**src/rtl/pc_fetch_sequencer.sv**
```systemverilog
// pc_fetch_sequencer
//   Holds the program counter, fetches instruction words from instruction
//   memory over a req/ack interface and presents each word to decode on a
//   valid/ready handshake. Jump redirects (j_signal/j_target) retarget the PC
//   and flush any wrong-path word, whether it is still in flight or already
//   presented.
//
// Optional feature macro: PC_WRAP_TRAP_EN
//   defined   : consuming the word at pc = 2^PC_W-1 halts the sequencer and
//               raises trap. Only reset leaves HALT.
//   undefined : pc wraps modulo 2^PC_W, there is no HALT state, trap is 0.
//
// Handshakes:
//   imem  : imem_req/imem_addr are registered and held until a cycle with
//           imem_ack=1. imem_rdata is captured in that cycle. An ack seen
//           while imem_req=0 is ignored.
//   decode: instr/instr_pc are stable while instr_valid=1. A word is consumed
//           in a cycle with instr_valid=1, instr_ready=1 and j_signal=0. A
//           j_signal in that cycle flushes the word instead.
//
// Ports
//   clk, rst (async, active low)
//   start                   begin fetching from IDLE
//   j_signal, j_target      redirect request and target
//   imem_req, imem_addr     fetch request and address
//   imem_ack, imem_rdata    memory acknowledge and data
//   instr, instr_pc         word for decode and its address
//   instr_valid, instr_ready  decode handshake
//   pc                      current fetch PC
//   busy                    not in IDLE
//   trap                    PC wrap trap
//   state_dbg               current FSM state encoding
module pc_fetch_sequencer #(
  parameter int PC_W = 8,
  parameter int INSTR_W = 32,
  parameter logic [PC_W-1:0] RESET_PC = '0
) (
  input  logic               clk,
  input  logic               rst,
  input  logic               start,
  input  logic               j_signal,
  input  logic [PC_W-1:0]    j_target,
  output logic               imem_req,
  output logic [PC_W-1:0]    imem_addr,
  input  logic               imem_ack,
  input  logic [INSTR_W-1:0] imem_rdata,
  output logic [INSTR_W-1:0] instr,
  output logic [PC_W-1:0]    instr_pc,
  output logic               instr_valid,
  input  logic               instr_ready,
  output logic [PC_W-1:0]    pc,
  output logic               busy,
  output logic               trap,
  output logic [1:0]         state_dbg
);

  typedef enum logic [1:0] {
    S_IDLE = 2'd0,
    S_REQ  = 2'd1,
    S_OUT  = 2'd2
`ifdef PC_WRAP_TRAP_EN
    ,
    S_HALT = 2'd3
`endif
  } state_e;

  state_e             state_q, state_d;
  logic [PC_W-1:0]    pc_q, pc_d;
  logic               req_q, req_d;
  logic [INSTR_W-1:0] instr_q, instr_d;
  logic [PC_W-1:0]    ipc_q, ipc_d;
  logic               valid_q, valid_d;
  logic               redir_pend_q, redir_pend_d;
  logic [PC_W-1:0]    redir_tgt_q, redir_tgt_d;
`ifdef PC_WRAP_TRAP_EN
  logic               trap_q, trap_d;
`endif

  always_comb begin
    state_d      = state_q;
    pc_d         = pc_q;
    req_d        = 1'b0;
    instr_d      = instr_q;
    ipc_d        = ipc_q;
    valid_d      = valid_q;
    redir_pend_d = redir_pend_q;
    redir_tgt_d  = redir_tgt_q;
`ifdef PC_WRAP_TRAP_EN
    trap_d       = trap_q;
`endif
    case (state_q)
      S_IDLE: begin
        if (start) state_d = S_REQ;
      end
      S_REQ: begin
        if (req_q) begin
          if (imem_ack) begin
            // req_d stays 0: either we leave REQ or we take the one-cycle
            // gap before re-requesting at the redirect target.
            if (redir_pend_q || j_signal) begin
              pc_d         = j_signal ? j_target : redir_tgt_q;
              redir_pend_d = 1'b0;
            end else begin
              instr_d = imem_rdata;
              ipc_d   = pc_q;
              valid_d = 1'b1;
              state_d = S_OUT;
            end
          end else begin
            // Request outstanding: the address must not move, so a redirect
            // is parked until the ack. Latest target wins.
            req_d = 1'b1;
            if (j_signal) begin
              redir_pend_d = 1'b1;
              redir_tgt_d  = j_target;
            end
          end
        end else begin
          // Request-low cycle on entry to REQ: nothing in flight, so a
          // redirect can retarget the PC directly.
          req_d = 1'b1;
          if (j_signal) pc_d = j_target;
        end
      end
      S_OUT: begin
        if (j_signal) begin
          valid_d = 1'b0;
          pc_d    = j_target;
          state_d = S_REQ;
        end else if (instr_ready) begin
          valid_d = 1'b0;
`ifdef PC_WRAP_TRAP_EN
          if (&pc_q) begin
            state_d = S_HALT;
            trap_d  = 1'b1;
          end else begin
            pc_d    = pc_q + PC_W'(1);
            state_d = S_REQ;
          end
`else
          pc_d    = pc_q + PC_W'(1);
          state_d = S_REQ;
`endif
        end
      end
`ifdef PC_WRAP_TRAP_EN
      S_HALT: begin
        state_d = S_HALT;
      end
`endif
      default: state_d = S_IDLE;
    endcase
  end

  always_ff @(posedge clk or negedge rst) begin
    if (!rst) begin
      state_q      <= S_IDLE;
      pc_q         <= RESET_PC;
      req_q        <= 1'b0;
      instr_q      <= '0;
      ipc_q        <= '0;
      valid_q      <= 1'b0;
      redir_pend_q <= 1'b0;
      redir_tgt_q  <= '0;
`ifdef PC_WRAP_TRAP_EN
      trap_q       <= 1'b0;
`endif
    end else begin
      state_q      <= state_d;
      pc_q         <= pc_d;
      req_q        <= req_d;
      instr_q      <= instr_d;
      ipc_q        <= ipc_d;
      valid_q      <= valid_d;
      redir_pend_q <= redir_pend_d;
      redir_tgt_q  <= redir_tgt_d;
`ifdef PC_WRAP_TRAP_EN
      trap_q       <= trap_d;
`endif
    end
  end

  assign imem_req    = req_q;
  assign imem_addr   = pc_q;
  assign instr       = instr_q;
  assign instr_pc    = ipc_q;
  assign instr_valid = valid_q;
  assign pc          = pc_q;
  assign busy        = (state_q != S_IDLE);
  assign state_dbg   = state_q;
`ifdef PC_WRAP_TRAP_EN
  assign trap        = trap_q;
`else
  assign trap        = 1'b0;
`endif

endmodule

```
**config.mk**
```make
export PLATFORM = sky130hd
export DESIGN_NAME = pc_fetch_sequencer
export DESIGN_NICKNAME = d
export VERILOG_FILES = /design/src/rtl/pc_fetch_sequencer.sv
export SDC_FILE = /design/constraint.sdc
export NUM_CORES = 1
export LEC_CHECK = 0
export CAP_MARGIN = 10
export CORE_MARGIN = 5
export CORE_UTILIZATION = 40
export DETAILED_ROUTE_END_ITERATION = 8
export PLACE_DENSITY = 0.73
export SLEW_MARGIN = 10
export SYNTH_ARGS = -nofsm -noshare
export SYNTH_HDL_FRONTEND = slang
export SYNTH_SLANG_ARGS = --single-unit
```
**constraint.sdc**
```tcl
create_clock -name clk -period 1.66 [get_ports clk]
set_clock_uncertainty 0.1 [all_clocks]
set_input_delay 0.166 -clock clk [delete_from_list [all_inputs] [get_ports clk]]
set_output_delay 0.166 -clock clk [all_outputs]
set_load 0.05 [all_outputs]
```
# Yosys cells after proc, flatten, opt, wreduce, memory -nomap -nowiden
# Cells that the tools add are included.
[op_classes] div_mod_pow=0 mul=0 add_sub_neg=1 n_eq_ne=11 muxes=27 n_reduce_logical=11 magnitude_cmp=0 shifts=0 bitwise=2
[op_table] cell="$mux 8" n=7
[op_table] cell="$pmux 8 s2" n=1
[op_table] cell="$reduce_and 5->1" n=3
[op_table] cell="$mux 2" n=6
[op_table] cell="$ne 3x3->1 const B" n=4
[op_table] cell="$mux 1" n=11
[op_table] cell="$add 8x1->8 const B" n=1
[op_table] cell="$ne 2x2->1 const B" n=4
[op_table] cell="$reduce_and 4->1" n=2
[op_table] cell="$pmux 2 s3" n=1
[op_table] cell="$reduce_bool 2->1" n=3
[op_table] cell="$reduce_and 3->1" n=1
[op_table] cell="$eq 2x1->1 const B" n=1
[op_table] cell="$eq 2x2->1 const B" n=1
[op_table] cell="$logic_not 2->1" n=1
[op_table] cell="$ne 2x1->1 const B" n=1
[op_table] cell="$not 1->1" n=2
[op_table] cell="$pmux 1 s2" n=1
[op_table] cell="$logic_or 1x1->1" n=1
[totals] romBits=0 latch_bits=0 reg_bits=61 ram_bits=0 out_inout_bits=62 elab_cells=60 input_bits=46 mem_count=0

# Logic depth before layout (Yosys ltp)
# Gate-level depths: netlist of run 1.
[depth] depth_word=5 ltp_mapped=7 mapped_depth_nobuf=5

# Worst setup path after synthesis of run 1
# No wires, ideal clock.
[synth_timing] path_type="register to register" from="register state_q[0] (netlist: state_dbg[0])" to="register ipc_q[2] (netlist: instr_pc[2])" t_arrival_ps=1955 t_required_ps=1435 path_slack_ps=-521 path_buffers=3 period_less_slack_ps=2181 path_stages_with_launch=7 setup_ps=125 path_cell_list="dfrtp_1 > buf_2 > nand2b_4 > or4_1 > buf_4 > buf_6 > mux2_4"
[synth_between] elab_chain_len=2
[synth_rtl] element="start: declaration" line="67" source="state_e state_q, state_d;"
[synth_rtl] element="start signal: assignment" line="169" source="state_q <= state_d;"
[synth_rtl] element="$eq 2x1->1" line="91" source="case (state_q)"
[synth_rtl] element="$reduce_and 4->1 (no source line)"
[synth_rtl] element="end signal: assignment" line="173" source="ipc_q <= ipc_d;"
[synth_rtl] element="end: declaration" line="71" source="logic [PC_W-1:0] ipc_q, ipc_d;"
# Every way passes these cells.
# A chain may end at the register's enable or synchronous reset.

# Worst setup path in the final report of run 1
[layout_timing] from="register state_q[1] (netlist: state_dbg[1])" to="register instr_q[26] (netlist: instr[26])"
[layout_between] elab_chain_len=2
[layout_rtl] element="$eq 2x1->1" line="91"
[layout_rtl] element="$reduce_and 4->1 (no source line)"
[layout_rtl] element="end signal: assignment" line="172" source="instr_q <= instr_d;"
[layout_rtl] element="end: declaration" line="70" source="logic [INSTR_W-1:0] instr_q, instr_d;"
# Every way passes these cells.

==> results of run 1 <==
==> final cells by class <==
class                      instances  area (um2)
timing repair buffer             155        1550
inverter                           5        18.8
clock buffer                      12         145
tap                               99         124
clock inverter                     4        47.5
multi-input combinational        134        1400
fill                             529        2400
sequential                        61        1530
==> cells by family after synthesis <==
group	count (synthesis)	synth area share
mux	48	0.231
simple gates	46	0.0916
buf+inv	26	0.0605
compound gates	37	0.0882
other cells	1	0.00128
xor+xnor	1	0.00298
flops	61	0.520
fa+ha+maj	1	0.00426
==> sequential cells by signal (all words and copies together), names as in the netlist <==
| name | cells |
|---|---|
| imem_addr | 8 |
| imem_req | 1 |
| instr_valid | 1 |
| state_dbg | 2 |
| redir_tgt_q | 8 |
| instr_pc | 8 |
| redir_pend_q | 1 |
| instr | 32 |
==> final timing paths <==
check                      depth (start not counted)          start            to  slack, ns
setup reg to reg                                   4   state_dbg[1]     instr[26]      -0.17
max in group asynchronous                          3            rst  imem_addr[1]       0.98
hold reg to reg                                    2    instr_pc[7]   instr_pc[7]       0.40
min in group clk                                   2  imem_rdata[1]      instr[1]       0.33
setup / recovery                                   4   state_dbg[1]     instr[26]      -0.17
hold / removal                                     3            rst      instr[4]       0.24
==> layer usage <==
layer  part of all wire  global-route usage  vias up  wire, um
li1                   -                   -     1084         -
met1               0.42               0.214     1139      3510
met2               0.48               0.304      100      4080
met3              0.082              0.0616       16       689
met4              0.017              0.0664        0       147
met5                  0                   0        -         0
==> cells in the final DEF (no fill, tap or decap), types with 3 or more instances in the layout <==
cell type,n
buf_12,16
buf_4,79
o21ai_0,6
o22ai_1,3
and4_1,3
clkbuf_8,10
clkdlybuf4s50_1,44
nand2_1,12
a31oi_1,3
inv_1,5
dfrtp_2,6
a21oi_1,4
mux2_2,3
nor2_1,5
nand3_1,5
mux2_4,45
dfrtp_1,55
buf_6,12
==> metrics by stage <==
step	TNS, ns	hold WS, ns	utilization	instances
floorplan	-16.82	-0.230	-	221
detailed placement	-15.14	0.0708	0.603	445
CTS	-6.32	0.241	0.640	467
global route	-7.99	0.242	0.668	470
global placement	-14.47	0.0589	0.603	445
finish	-6.39	0.237	0.668	470
==> power groups by stage <==
stage / Combinational [uW] / Sequential [uW] / Clock, uW
2_1_floorplan: 2240 / 4840 / 0
3_3_place_gp: 6590 / 2730 / 0
3_5_place_dp: 6700 / 2760 / 0
4_1_cts: 6820 / 2730 / 1340
5_1_grt: 7460 / 2840 / 1410
6_report: 7170 / 2760 / 1310
==> Yosys cell counts (3+ instances only) <==
library cell	instances	area (um2)
nand3_1	6	30.0
buf_4	10	75.1
mux2_2	11	124
buf_6	5	56.3
o21ai_0	9	45.0
buf_2	4	20.0
nor2b_1	3	18.8
nand2_1	13	48.8
and4_1	3	26.3
dfrtp_1	61	1530
a31oi_1	3	18.8
inv_1	5	18.8
nor2_1	5	18.8
a21oi_1	5	25.0
o22ai_1	4	25.0
mux2_4	37	556
==> what timing repair did <==
action                                  4_1_cts  5_1_grt
hold buffers                                  1        0
endpoints found under the setup margin       54       56
gates resized for setup                       3       41
endpoints found under the hold margin        61        0
gates cloned                                  1        1
pin swaps                                     1        7
setup buffers                                 4        3
==> worst max-delay path, cell delays in order, from the launching register on <==
cell	delay, ns
dfrtp_2	0.45
nand2b_4	0.16
or4_4	0.49
buf_6	0.20
mux2_4	0.31
==> run metrics, run 1 <==
Die Footprint a little over 9000 um2; minimum clock period 1.83 ns; Placer Congestion 0.819; Leakage 0.00228 uW; final worst slack -0.167 ns; max frequency between 500 and 600 MHz; sw frac 0.460; initial core utilization 0.407; drt first pass iters 4; overall routing resource usage 0.181; Die Wd 95.7 um; HPWL Detailed 5930 um; Core Area 7210 um2; clock power share 0.117; TritonCTS clock tree built; CTS sink cnt 61; RSZ-0062 raised after global routing true; Reg power frac 0.245; Internal 6070 uW; Post-synth EDFFs 0; Max Cap Viol 0; Mean Syn Cell Area around 13 um2; share of layout cells above drive strength 1 0.544; DR iter-0 viols 95; critical path class reg -> reg; Slew Viols, Final 0; Die Ht 95.7 um; status complete, but fails checks; Clock Latency Late Sink 0.34 ns; Antenna Diode Count 0; Critical Path Source Type register; crit path DAT 1.95 ns; Design Power 11200 uW; synthesized flop and latch total 61; vias post-DR 2339; P per Cell Area 2330 nW/um2; total grt overflow 0; Clock Path Buffers 2; Worst-path clk slew around 0.07 ns; largest net degree at the start of global routing 39; ANT nets after route 0; Worst Path Required approximately 1.8 ns; Final Hold Vio Count 0; vias per cell roughly 5; Routed WL 8430 um; Synth cell types 45; pre-CTS setup slack -0.331 ns; global-route wire length before repair ~12000 um; failing checks setup timing; H-Tree Depth 3; Main synth FF type dfrtp_1; Peak VDD IR 911 uV; P&R area growth vs syn 64.0%; Sw Pwr about 5200 uW; design area 4820 um2; Placed Instance Area 4350 um2; Syn Nets 268; Seq/Total Area, Yosys 0.520; CTS Root Cell clkbuf_8; Comb power frac 0.638; Buffers on Ports 106; Wirelength per Cell ~18 um; Worst setup EP type register; Final period util 1.10; Hold Crit Class in -> async; YS warnings 0; NumNets Final around 410; number of global-route vias before repair 2457; initial antenna violation count 0; Site Rows 31; fraction of registers with async set/reset 1.00; cell count after synthesis 221; Residual DRC 0; IO Pins 108; Post-Syn Area about 3000 um2; final setup vio count 47; CTS Buf Count 9; Worst Path Max Fanout 12
No activity file was read; power rests on OpenSTA's default activity.
==> run 2, diff against run 1 <==
Settings changed: ABC_CLOCK_PERIOD_IN_PS from default to 1660.
==> results of run 2 <==
Same layout as run 1: the final DEF is identical, and so are final timing and power.
==> patch, RTL diff (config.mk and constraints of run 1) <==
The parameter `INSTR_W` goes from 32 to 28.
--- a/src/rtl/pc_fetch_sequencer.sv
+++ b/src/rtl/pc_fetch_sequencer.sv
@@ -33,5 +33,5 @@
 module pc_fetch_sequencer #(
   parameter int PC_W = 8,
-  parameter int INSTR_W = 32,
+  parameter int INSTR_W = 28,
   parameter logic [PC_W-1:0] RESET_PC = '0
 ) (
Interface: changed (resized imem_rdata and instr); port bits go from 108 to 100. The function was not compared with the original's and may differ.
==> patch against run 1 <==
Synthesized area decreased by 6.5%; synthesized cell count decreased by 4.5%; sequential cell count is 4 lower; worst setup slack better by 0.079 ns; cell area fell by 13%; routed wire length shrank 20%; critical path type unchanged; the run still ends with negative setup slack left; global-route usage is 2.1 points lower.
Power is not shown: default switching activity piles up to over one toggle a cycle in this logic, so the estimate is an artifact.
==> patch: results <==
[final_layout]
largest_reg_flops = 28
fin_cells = 415
n_fill_cell = 566
fin_nets = 373
drive_gt1_share_pct = 49.6

[worst_setup_path]
slowest_delay_ns = 0.46
crit_end = instr[10]

[routing]
wl_met2_mm = 3.25
dr_wl_met3_um = 451
wl_met1_mm = 2.97
via_per_inst = 5.09

[global_routing]
grt_pass1_vias = 2190
use_met2_pct = 25.6
grt_util_met3_pct = 5.36
grt_first_pass_wirelength_mm = 10.9

[clock_network]
cts_resized = 5
post_cts_buffers = 0

[place]
hpwl_mm = 4.88
place.gp.congestion = 0.895
io_buffer_count = 98

[sta]
fin_ws_ns = -0.0877
setup_viol = 39

[logic_synthesis]
netlist_top_cells_area = dfrtp_1 (52%), mux2_4 (19%), mux2_2 (3.3%)

[run_status]
violations = negative setup slack
status = finished, violations left
-- patch: how the worst min path moves through the flow --
stage               startpoint      endpoint  slack (ns)  cells past startpoint
CTS                        rst      instr[4]        0.17                      2
global placement           rst      instr[4]      -0.008                      1
finish                     rst      instr[3]        0.19                      2
global route               rst      instr[3]        0.22                      2
floorplan                  rst  imem_addr[0]       -0.23                      0
detailed placement         rst      instr[4]      -0.005                      1
-- patch: area by class of cell --
class	count	area, um^2	area share [%]
Inverter	8	30.0	0.715
Multi-Input combinational cell	126	1240	29.5
Clock inverter	5	31.3	0.745
Timing Repair Buffer	128	1220	29.1
Sequential cell	57	1430	34.1
Clock buffer	11	141	3.37
Tap cell	80	100	2.38
-- patch: per-stage QoR --
stage / area, um^2 / setup slack, ns
2_1_floorplan: 2880 / -0.335
3_3_place_gp: 3980 / -0.335
3_5_place_dp: 3980 / -0.366
4_1_cts: 4180 / -0.0904
5_1_grt: 4200 / -0.118
6_report: 4200 / -0.0877
